$ cat src/rtl/decoder_scan_sequencer_if.sv
// Control/status bundle between a scan controller and decoder_scan_sequencer.
// The master drives the scan request; the slave returns the decoder line drive.
interface decoder_scan_sequencer_if #(
    parameter int DWELL_W = 8
);
    logic               start;
    logic               stop;
    logic               cont;
    logic [15:0]        mask;
    logic [DWELL_W-1:0] dwell;
    logic [3:0]         sel;
    logic               sel_en;
    logic               busy;
    logic               pass_done;
    logic               done;

    modport master (
        output start, stop, cont, mask, dwell,
        input  sel, sel_en, busy, pass_done, done
    );

    modport slave (
        input  start, stop, cont, mask, dwell,
        output sel, sel_en, busy, pass_done, done
    );
endinterface

$ cat src/rtl/decoder_scan_sequencer.sv
// Drives a 4-to-16 line decoder through the lines selected by a mask,
// holding each line for a programmable dwell, single-pass or continuous.
module decoder_scan_sequencer #(
    parameter int DWELL_W = 8
) (
    input  logic                     clk,
    input  logic                     rst_n,
    decoder_scan_sequencer_if.slave  bus
);
    typedef enum logic [1:0] {IDLE, DRIVE, FINISH} state_t;

    state_t             state, state_d;
    logic [3:0]         sel_q, sel_d;
    logic               sel_en_q, sel_en_d;
    logic               busy_q, busy_d;
    logic               pass_done_q, pass_done_d;
    logic               done_q, done_d;
    logic [15:0]        mask_q, mask_d;
    logic [DWELL_W-1:0] dwell_q, dwell_d;
    logic [DWELL_W-1:0] cnt_q, cnt_d;
    logic               cont_q, cont_d;
    logic [DWELL_W-1:0] dwell_eff;
    logic [4:0]         nxt;

    function automatic logic [3:0] lowest_bit(input logic [15:0] m);
        logic [3:0] idx;
        idx = '0;
        for (int unsigned i = 16; i > 0; i--) begin
            if (m[i-1]) idx = 4'(i - 1);
        end
        return idx;
    endfunction

    // {found, index} of the lowest set bit strictly above cur
    function automatic logic [4:0] next_above(input logic [15:0] m, input logic [3:0] cur);
        logic [4:0] r;
        r = '0;
        for (int unsigned i = 16; i > 0; i--) begin
            if (m[i-1] && ((i - 1) > {28'd0, cur})) r = {1'b1, 4'(i - 1)};
        end
        return r;
    endfunction

    assign dwell_eff = (bus.dwell == '0) ? DWELL_W'(1) : bus.dwell;
    assign nxt       = next_above(mask_q, sel_q);

    always_comb begin
        state_d     = state;
        sel_d       = sel_q;
        sel_en_d    = sel_en_q;
        busy_d      = busy_q;
        pass_done_d = 1'b0;
        done_d      = 1'b0;
        mask_d      = mask_q;
        dwell_d     = dwell_q;
        cont_d      = cont_q;
        cnt_d       = cnt_q;
        case (state)
            IDLE: begin
                if (bus.start) begin
                    if (bus.mask != '0) begin
                        mask_d   = bus.mask;
                        dwell_d  = dwell_eff;
                        cont_d   = bus.cont;
                        cnt_d    = dwell_eff - DWELL_W'(1);
                        sel_d    = lowest_bit(bus.mask);
                        sel_en_d = 1'b1;
                        busy_d   = 1'b1;
                        state_d  = DRIVE;
                    end else begin
                        done_d  = ~bus.cont;
                        state_d = FINISH;
                    end
                end
            end
            DRIVE: begin
                // stop outranks a line advance that falls in the same cycle
                if (bus.stop) begin
                    sel_en_d = 1'b0;
                    busy_d   = 1'b0;
                    state_d  = IDLE;
                end else if (cnt_q != '0) begin
                    cnt_d = cnt_q - DWELL_W'(1);
                end else if (nxt[4]) begin
                    sel_d = nxt[3:0];
                    cnt_d = dwell_q - DWELL_W'(1);
                end else if (cont_q) begin
                    sel_d       = lowest_bit(mask_q);
                    cnt_d       = dwell_q - DWELL_W'(1);
                    pass_done_d = 1'b1;
                end else begin
                    sel_en_d    = 1'b0;
                    busy_d      = 1'b0;
                    pass_done_d = 1'b1;
                    done_d      = 1'b1;
                    state_d     = FINISH;
                end
            end
            FINISH:  state_d = IDLE;
            default: state_d = IDLE;
        endcase
    end

    always_ff @(posedge clk or negedge rst_n) begin
        if (!rst_n) begin
            state       <= IDLE;
            sel_q       <= '0;
            sel_en_q    <= 1'b0;
            busy_q      <= 1'b0;
            pass_done_q <= 1'b0;
            done_q      <= 1'b0;
            mask_q      <= '0;
            dwell_q     <= '0;
            cnt_q       <= '0;
            cont_q      <= 1'b0;
        end else begin
            state       <= state_d;
            sel_q       <= sel_d;
            sel_en_q    <= sel_en_d;
            busy_q      <= busy_d;
            pass_done_q <= pass_done_d;
            done_q      <= done_d;
            mask_q      <= mask_d;
            dwell_q     <= dwell_d;
            cnt_q       <= cnt_d;
            cont_q      <= cont_d;
        end
    end

    assign bus.sel       = sel_q;
    assign bus.sel_en    = sel_en_q;
    assign bus.busy      = busy_q;
    assign bus.pass_done = pass_done_q;
    assign bus.done      = done_q;
endmodule
$ cat src/flat_wrapper.sv
// flat-port wrapper written by rule: the top's interface ports become plain ports
module decoder_scan_sequencer_flat 
#(
    parameter int DWELL_W = 8
)
  (clk, rst_n, bus_start, bus_stop, bus_cont, bus_mask, bus_dwell, bus_sel, bus_sel_en, bus_busy, bus_pass_done, bus_done);
  decoder_scan_sequencer_if #(.DWELL_W(DWELL_W)) bus_i ();
  input  logic clk;
  input  logic rst_n;
  input wire logic [$bits(bus_i.start)-1:0] bus_start;
  input wire logic [$bits(bus_i.stop)-1:0] bus_stop;
  input wire logic [$bits(bus_i.cont)-1:0] bus_cont;
  input wire logic [$bits(bus_i.mask)-1:0] bus_mask;
  input wire logic [$bits(bus_i.dwell)-1:0] bus_dwell;
  output wire logic [$bits(bus_i.sel)-1:0] bus_sel;
  output wire logic [$bits(bus_i.sel_en)-1:0] bus_sel_en;
  output wire logic [$bits(bus_i.busy)-1:0] bus_busy;
  output wire logic [$bits(bus_i.pass_done)-1:0] bus_pass_done;
  output wire logic [$bits(bus_i.done)-1:0] bus_done;
  assign bus_i.start = bus_start;
  assign bus_i.stop = bus_stop;
  assign bus_i.cont = bus_cont;
  assign bus_i.mask = bus_mask;
  assign bus_i.dwell = bus_dwell;
  assign bus_sel = bus_i.sel;
  assign bus_sel_en = bus_i.sel_en;
  assign bus_busy = bus_i.busy;
  assign bus_pass_done = bus_i.pass_done;
  assign bus_done = bus_i.done;
  decoder_scan_sequencer #(.DWELL_W(DWELL_W)) u_core (.clk(clk), .rst_n(rst_n), .bus(bus_i));
endmodule
$ cat config.mk
export PLATFORM = sky130hd
export DESIGN_NAME = decoder_scan_sequencer_flat
export DESIGN_NICKNAME = d
export VERILOG_FILES = /design/src/rtl/decoder_scan_sequencer_if.sv /design/src/rtl/decoder_scan_sequencer.sv /design/src/flat_wrapper.sv
export SDC_FILE = /design/constraint.sdc
export NUM_CORES = 1
export LEC_CHECK = 0
export BUFFER_PORTS_ARGS = -buffer_cell sky130_fd_sc_hd__buf_4
export CAP_MARGIN = 30
export CORE_ASPECT_RATIO = 1.25
export CORE_UTILIZATION = 48
export DETAILED_ROUTE_END_ITERATION = 6
export PLACE_DENSITY = 0.64
export SLEW_MARGIN = 20
export SYNTH_ARGS = -nofsm -noshare
export SYNTH_HDL_FRONTEND = slang
export SYNTH_SLANG_ARGS = --single-unit
$ cat constraint.sdc
create_clock -name clk -period 2.3 [get_ports clk]
set_input_delay 0.46 -clock clk [delete_from_list [all_inputs] [get_ports clk]]
set_output_delay 0.46 -clock clk [all_outputs]
set_load 0.01 [all_outputs]
Yosys cells after proc, flatten, opt, wreduce, memory -nomap -nowiden
Cells that the tools add are included.
{"block": "classes", "addsub": 3, "order_cmp": 15, "eq_ne": 10, "muxes": 87, "bitwise_logic": 1, "reduce_logical": 25}
{"op": "$mux 4", "n": 38}
{"op": "$mux 5", "n": 15}
{"op": "$mux 8", "n": 7}
{"op": "$gt 4x4->1 const A", "n": 8}
{"op": "$sub 8x1->8 const B", "n": 3}
{"op": "$gt 3x4->1 const A", "n": 4}
{"op": "$mux 1", "n": 16}
{"op": "$pmux 8 s2", "n": 1}
{"op": "$reduce_bool 16->1", "n": 1}
{"op": "$logic_and 1x1->1", "n": 15}
{"op": "$mux 2", "n": 6}
{"op": "$reduce_and 6->1", "n": 2}
{"op": "$ne 3x3->1 const B", "n": 3}
{"op": "$gt 2x4->1 const A", "n": 2}
{"op": "$logic_not 8->1", "n": 1}
{"op": "$pmux 4 s2", "n": 1}
{"op": "$reduce_bool 8->1", "n": 1}
{"op": "$ne 2x2->1 const B", "n": 3}
{"op": "$reduce_and 5->1", "n": 1}
{"op": "$gt 1x4->1 const A", "n": 1}
{"op": "$ne 4x1->1 const B", "n": 1}
{"op": "$pmux 1 s2", "n": 2}
{"op": "$pmux 2 s2", "n": 1}
{"op": "$reduce_and 4->1", "n": 1}
{"op": "other kinds (7)", "n": 7}
{"block": "totals", "regBits": 42, "inputBits": 29, "out_inout_bits": 8, "word_cells": 150}

Longest topological paths before layout
Gate-level depths: netlist of the first run.
{"block": "depth", "depth_word": 21, "mapped_depth": 9, "depth_no_buf": 7}

Worst setup path before layout of the first run
No wires, ideal clock.
{"block": "synth_timing", "path_kind": "reg-to-reg", "startpoint": "reg u_core.sel_q[1] (netlist: u_core.bus.sel[1])", "endpoint": "reg u_core.sel_q[1] (netlist: u_core.bus.sel[1])", "setup_ns": 0.125, "t_arrival_ns": 2.065, "t_required_ns": 2.175, "path_slack_ns": 0.110, "stages_incl_launch_ff": 9, "n_path_buf": 1, "synth_period_minus_slack_ns": 2.190, "path_cell_list": "dfrtp_1 -> buf_6 -> or3b_1 -> a21o_1 -> nor2b_4 -> and4b_4 -> nand2b_4 -> a21oi_4 -> mux2_4"}
{"block": "synth_via", "elab_chain_len": 21, "word_cells_on_any_way": 51, "classes_between": "order compare (15); eq/ne (1); mux (19); reduce/logical (16)"}
{"element": "start, declared", "line_no": "decoder_scan_sequencer.sv:13", "rtl": "logic [3:0] sel_q, sel_d;"}
{"element": "start signal, assigned", "line_no": "decoder_scan_sequencer.sv:118", "rtl": "sel_q <= sel_d;"}
{"element": "$gt 4x4->1", "line_no": "decoder_scan_sequencer.sv:39", "rtl": "if (m[i-1] && ((i - 1) > {28'd0, cur})) r = {1'b1, 4'(i - 1)};"}
{"element": "$logic_and 1x1->1", "line_no": "decoder_scan_sequencer.sv:39"}
{"element": "$mux 5 (14 in series)", "line_no": "decoder_scan_sequencer.sv:39"}
{"element": "$mux 5 (*)", "line_no": "decoder_scan_sequencer.sv:39"}
{"element": "$mux 4", "line_no": "decoder_scan_sequencer.sv:84", "rtl": "end else if (nxt[4]) begin"}
{"element": "$mux 4", "line_no": "decoder_scan_sequencer.sv:82", "rtl": "end else if (cnt_q != '0) begin"}
{"element": "$mux 4", "line_no": "decoder_scan_sequencer.sv:78", "rtl": "if (bus.stop) begin"}
{"element": "$pmux 4 s2", "line_no": "decoder_scan_sequencer.sv:58", "rtl": "case (state)"}
Mark *: on every way between the ends. The rest lies on a longest branch, timed or not. The select of a mux whose other input is x is not followed.
A chain may end at the register's enable or synchronous reset.

Worst setup path after layout of the first run
{"block": "layout_timing", "startpoint": "reg u_core.sel_q[0] (netlist: u_core.bus.sel[0])", "endpoint": "reg u_core.sel_q[1] (netlist: u_core.bus.sel[1])"}
Same word-level chain as after synthesis.

==> metrics.txt, run 1 <==
Overflow after GRT 0; type of the most critical hold path in -> async; VDD IR max ~0.00046 V; multiplexer share of the synthesized area between 10% and 20%; CTS clock-pin slew for the worst setup and hold paths 0.08 ns; Setup Fix Bufs, Post-CTS 0; #FFs+latches synth 42; synth top area cells dfrtp_1 38%, mux2_2 6.9%, nor2_1 4.9%; die width approximately 70 um; core box area roughly 5500 sq um; max cap viols 0; io pins 37; WL per Instance 16.84 um; vias per inst a little under 6; FF-to-FF Start u_core.bus.sel[0]; Post-DP Area 3279 sq um; Leak roughly 1.4 nW; Die Span Y 86.98 um; Logic pwr share between 40% and 50%; Clock Sinks 42; Setup Viol. Count Final 0; Data required, critical path between 2 and 2.5 ns; Avg Cell Area, Syn 9.061 sq um; Worst Path Max Fanout 8; Rel. slew slack a little over three fifths; Starting DRT DRC Count approximately 160; Final #Nets about 400; Worst-Skew Late Latency 0.29 ns; Final Skew around 0.0084 ns; number of global-route vias before repair ~2500; share of cells above drive strength 1 between 20% and 30%; startpoint types flop; Post-route DRC 0; WP data arrival 2.43 ns; Initial Utilization 50.59%; CTS tree built; CTS Hold Bufs 0; sequential share of power between 30% and 40%; cts bufs inserted 5; post-synth top area share a little under two fifths; switch share a little under two fifths; fmax 0.4452 GHz; multi-input logic area ~1600 sq um; post-synthesis cell type count 66; Root Buffer clkbuf_8; Worst Tran Pin Value ~0.55 ns; Critical Path Source u_core.bus.sel[0]; combinational family with the most area after synthesis simple AND/OR/NAND/NOR gates; total wire length a little over 7000 um; most frequent cells in the layout 69 x buf_4, 42 x dfrtp_1, 36 x nor2_1; PortBufs 36; clock network power share a little under a fifth; full die area approximately 6100 sq um; pwr/cell area 932.6 nW/um^2; row cnt 30; synth warn 0; period utilization a little over nine tenths; pin count of the biggest net entering global routing 43; Setup TNS 0 ns; status finished, final reports clean; EDFF count, synth 0; cell-internal power 1.968 mW; HPWL Detailed between 5000 and 6000 um; register area between 1000 and 1500 sq um; Synth Instances around 310; TritonRoute pass-1 iters 4; share of flip-flops with an asynchronous set or reset between 90% and 100%; Tmin final between 2 and 2.5 ns; Critical Path End Type flop; Finished Cell Area between 3000 and 4000 sq um; Antenna Diode Count 0; clock buffer depth 2; initial antenna violation count 0; GPL Wtd Cong slightly above 0.9; RSZ-0062 raised after global routing false; H-tree depth 2; P_sw 1.199 mW; largest area contributor in the netlist dfrtp_1; Final Hold Fails 0; XOR/XNOR share of the synthesized area under 10%; Synth Area in Simple Gates 23.29%; first-pass GRT wire length between 10000 and 15000 um; total track usage about a quarter; cells resized by post-CTS repair 0; Vias ~2500; Pwr Total 3.167 mW; syn nets around 340; Adder-Cell Fraction of Synth Area 0.4513%; area grow syn2layout 22.47%; cell area after synthesis around 2800 sq um; Primary FF master, synth dfrtp_1; commonest non-fill, non-tap cell in the layout buf_4; post-synthesis sequential area ratio a little under two fifths; antenna viol nets, final 0; kind of critical path reg -> reg; Slew Viols, Final 0; Fill cells 500; compound-cell area share of the yosys netlist 20.76%
## worst paths after layout
| kind | to | slack (ns) | cells past startpoint |
|---|---|---|---|
| worst max register to register | u_core.bus.sel[1] | 0.05 | 7 |
| max in group asynchronous | u_core.bus.sel[0] | 1.77 | 1 |
| min in group clk | u_core.bus.pass_done | 0.34 | 2 |
| worst min register to register | u_core.state[1] | 0.50 | 1 |
| worst min-delay path | u_core.mask_q[11] | 0.13 | 1 |
| worst max-delay path | u_core.bus.sel[1] | 0.05 | 7 |
## cells by family after synthesis
| group | Yosys count |
|---|---|
| and+or+nand+nor | 122 |
| AOI/OAI and AO/OA | 83 |
| DFF | 42 |
| buffers and inverters | 26 |
| muxes | 26 |
| xor gates and xnor gates | 6 |
| adders and majority gates | 1 |
## cells in the mapped netlist (all sizes together) (4+ instances only)
cell type   n
a21oi      19
a221oi      5
buf        11
clkbuf      6
dfrtp      42
inv         9
mux2       24
nand2      27
nand2b     10
nand3       6
nor2       36
nor2b       4
nor3        7
nor4       10
o21ai      22
o2bb2ai     5
o31ai       4
xnor2       5
## final cells by class
| cell class | count | area share (%) |
|---|---|---|
| clock inverters | 1 | 0.8843 |
| well taps | 64 | 2.358 |
| flip-flops and latches | 42 | 30.95 |
| inverters | 9 | 0.9948 |
| multi-input cells | 238 | 47.31 |
| clock buffers | 7 | 2.248 |
| repair buffers | 69 | 15.25 |
## metal layers
layer / wire length, um / global-route usage, %
met4: 224 / 10.36
met1: 2993 / 28.99
met5: 0 / 0
met3: 163 / 2.894
met2: 3859 / 46.85
## critical path, cell delays in order (launching register included)
cell	delay [ns]
dfrtp_1	0.46
nand2b_1	0.17
a311o_1	0.38
and4_4	0.21
and4b_4	0.20
nand2b_4	0.14
a21oi_4	0.24
mux2_4	0.32
## stage by stage
step / worst slack (ns) / hold WS [ns] / cells / utilization (%)
2_1_floorplan: 0.1099 / 0.1644 / 306 / -
3_3_place_gp: 0.07406 / 0.4799 / 422 / 59.84
3_5_place_dp: 0.03814 / 0.4851 / 422 / 59.84
4_1_cts: 0.06422 / 0.1632 / 430 / 61.78
5_1_grt: 0.001976 / 0.1796 / 430 / 61.96
6_report: 0.05399 / 0.1312 / 430 / 61.96
## flip-flops by register name, indices dropped and copies added, names as in the netlist
register,count
u_core.state,2
u_core.bus.sel_en,1
u_core.bus.done,1
u_core.cont_q,1
u_core.bus.pass_done,1
u_core.mask_q,16
u_core.bus.sel,4
u_core.cnt_q,8
u_core.dwell_q,8
## power by group through the flow
stage	combinational, mW	sequential (mW)	clock [mW]
2_1_floorplan	0.978	1.10	0
3_3_place_gp	1.39	1.16	0
3_5_place_dp	1.41	1.16	0
4_1_cts	1.42	1.15	0.594
5_1_grt	1.57	1.18	0.626
6_report	1.43	1.15	0.581
No activity file was read; power rests on OpenSTA's default activity.
==> run 2, diff against run 1 <==
--- a/config.mk
+++ b/config.mk
@@ -8,6 +8,7 @@
 export BUFFER_PORTS_ARGS = -buffer_cell sky130_fd_sc_hd__buf_4
 export CAP_MARGIN = 30
 export CORE_ASPECT_RATIO = 1.25
+export CORE_MARGIN = 3
 export CORE_UTILIZATION = 48
 export DETAILED_ROUTE_END_ITERATION = 6
 export PLACE_DENSITY = 0.64
==> constraint.sdc (replaced) <==
create_clock -name clk -period 2.3 [get_ports clk]
set_input_delay 0.345 -clock clk [delete_from_list [all_inputs] [get_ports clk]]
set_output_delay 0.345 -clock clk [all_outputs]
set_load 0.01 [all_outputs]
==> run 2 against run 1 <==
Compared with the run above: wire length is 1.6% lower; largest cell class unchanged; flip-flop and latch count did not move; final cell count is 2.1% lower; critical endpoint unchanged; clock skew is essentially flat; utilization shrank 1.4 points.
==> metrics.txt, run 2 (synthesized netlist as in run 1, its figures left out) <==
status finished, final reports clean; number of flip-flops under the largest register name 16 (unchanged); pwr/cell area 939.6 nW/um^2 (+0.75%); Die Span Y 90.98 um (+4.6%); largest stage delay on the critical path 0.46 ns (about the same); Setup TNS 0 ns (unchanged); Slew Viols, Final 0 (unchanged); register area 1055 sq um (+0.36%); area grow syn2layout 20.49%; Fill cells 504 (+0.80%); CTS clock-pin slew for the worst setup and hold paths 0.08 ns (about the same); max cap viols 0 (unchanged); Largest regs u_core.mask_q: 16 flops, u_core.cnt_q: 8 flops, u_core.dwell_q: 8 flops; clock network power share 19.0% (+0.7 points); Root Buffer clkbuf_8; Slowest-stage cell, CP dfrtp_2; CTS tree built; Worst Path Max Fanout 7 (-1); WL per Instance 16.93 um (+0.54%); type of the most critical hold path in -> async; P_sw 1.202 mW (+0.30%); period utilization 97.10% (-0.55 points); clock buffer depth 2 (unchanged); GPL Wtd Cong 0.9697 (+7.1%); Starting DRT DRC Count 253 (+61%); initial antenna violation count 0 (unchanged); PortBufs 36 (unchanged); die width 73.98 um (+5.7%); Data required, critical path 2.49 ns (about the same); kind of critical path reg -> reg; Final #Nets 386 (-2.3%); Worst-Skew Late Latency 0.30 ns (about the same); RSZ-0062 raised after global routing false; Min Hold Slack 0.01458 ns (-0.1166 ns); fmax 0.4478 GHz (+0.57%); commonest non-fill, non-tap cell in the layout buf_4; cell-internal power 1.936 mW (-1.6%); CP cell instances nand2b_1, a311o_1, and4_4, and4b_4, nand2b_4, a21oi_4, mux2_4; pin count of the biggest net entering global routing 43 (unchanged); Final Skew 0.008370 ns (-0.00003309 ns); Logic pwr share 43.6% (-1.6 points); antenna viol nets, final 0 (unchanged); TritonRoute pass-1 iters 4 (unchanged); Vias 2561 (+0.87%); CTS Hold Bufs 0 (unchanged); most frequent cells in the layout 59 x buf_4, 39 x dfrtp_1, 36 x nor2_1; Leak 1.398 nW (-3.5%); Rel. slew slack 62.76% (-0.51 points); Critical Path End Type flop; Clock Sinks 42 (unchanged); full die area 6730 sq um (+11%); VDD IR max 0.0004528 V (-1.7%); Biggest register u_core.mask_q; H-tree depth 2 (unchanged); HPWL Detailed 5571 um (-1.7%); number of global-route vias before repair 2526 (-0.36%); vias per inst 6.083 (+3.0%); startpoint types flop; cts bufs inserted 5 (unchanged); sequential share of power 37.4% (+1.0 points); Setup Viol. Count Final 0 (unchanged); multi-input logic area 1610 sq um (+0.23%); io pins 37 (unchanged); share of cells above drive strength 1 29.69% (-0.090 points); Post-route DRC 0 (unchanged); Final Hold Fails 0 (unchanged); Initial Utilization 50.25% (-0.34 points); Worst Tran Pin Value 0.5535 ns (+0.002492 ns); row cnt 30 (unchanged); Tmin final 2.233 ns (-0.01272 ns); total wire length 7127 um (-1.6%); total track usage 22.28% (-2.8 points); Antenna Diode Count 0 (unchanged); core box area 5518 sq um (+0.68%); first-pass GRT wire length 11720 um (-2.4%); switch share 38.31% (+0.45 points); WP data arrival 2.42 ns (about the same); Overflow after GRT 0 (unchanged)
run 2: metal layers:
| layer | share of wire, % | wire, um | up-vias | GRT usage (%) |
|---|---|---|---|---|
| li1 | - | - | 1226 | - |
| met4 | 3.7 | 263 | 0 | 9.970 |
| met1 | 40 | 2822 | 1247 | 26.09 |
| met2 | 54 | 3821 | 66 | 39.20 |
| met5 | 0 | 0 | - | 0 |
| met3 | 3.1 | 219 | 22 | 2.879 |
run 2: final timing paths:
kind,cells past startpoint,slack (ns),start,endpoint
setup / recovery,7,0.07,u_core.bus.sel[0],u_core.bus.sel[1]
hold / removal,1,0.01,rst_n,u_core.mask_q[11]
setup reg to reg,7,0.07,u_core.bus.sel[0],u_core.bus.sel[1]
hold reg to reg,1,0.51,u_core.dwell_q[2],u_core.dwell_q[2]
max in group asynchronous,1,1.87,rst_n,u_core.bus.sel[0]
min in group clk,2,0.23,bus_stop,u_core.bus.pass_done
run 2: power groups by stage:
stage                     Combinational, mW  Sequential [mW]  Clock, mW
after floorplan                       0.978             1.10          0
after global placement                 1.31             1.19          0
after detailed placement               1.33             1.19          0
after CTS                              1.34             1.17      0.621
after global routing                   1.51             1.21      0.642
final                                  1.37             1.17      0.596
run 2: critical path, delay by kind of cell, from the launching register on:
family             cells  cell delay, ns
DFF                    1            0.46
AOI/OAI and AO/OA      2            0.59
and+or+nand+nor        4            0.75
muxes                  1            0.32
run 2: timing repair:
action | CTS | global route
setup endpoints to repair | 0 | 4
gates resized for setup | 0 | 6
buffers inserted | 0 | 1
run 2: area by class of cell:
cell class | count | area share, %
Inverter | 9 | 1.011
Clock inverter | 3 | 1.348
Multi-Input combinational cell | 238 | 48.20
Tap cell | 64 | 2.397
Sequential cell | 42 | 31.57
Timing Repair Buffer | 60 | 13.41
Clock buffer | 5 | 2.060
run 2: stage by stage:
stage | power, mW | util [%] | instances | worst slack (ns) | area, sq um
after floorplan | 2.075 | - | 306 | 0.1099 | 2773
after global placement | 2.501 | 58.07 | 412 | 0.06023 | 3204
after detailed placement | 2.518 | 58.07 | 412 | 0.03129 | 3204
after CTS | 3.130 | 60.14 | 420 | 0.02209 | 3318
after global routing | 3.365 | 60.54 | 421 | 0.01029 | 3341
final | 3.139 | 60.54 | 421 | 0.06671 | 3341
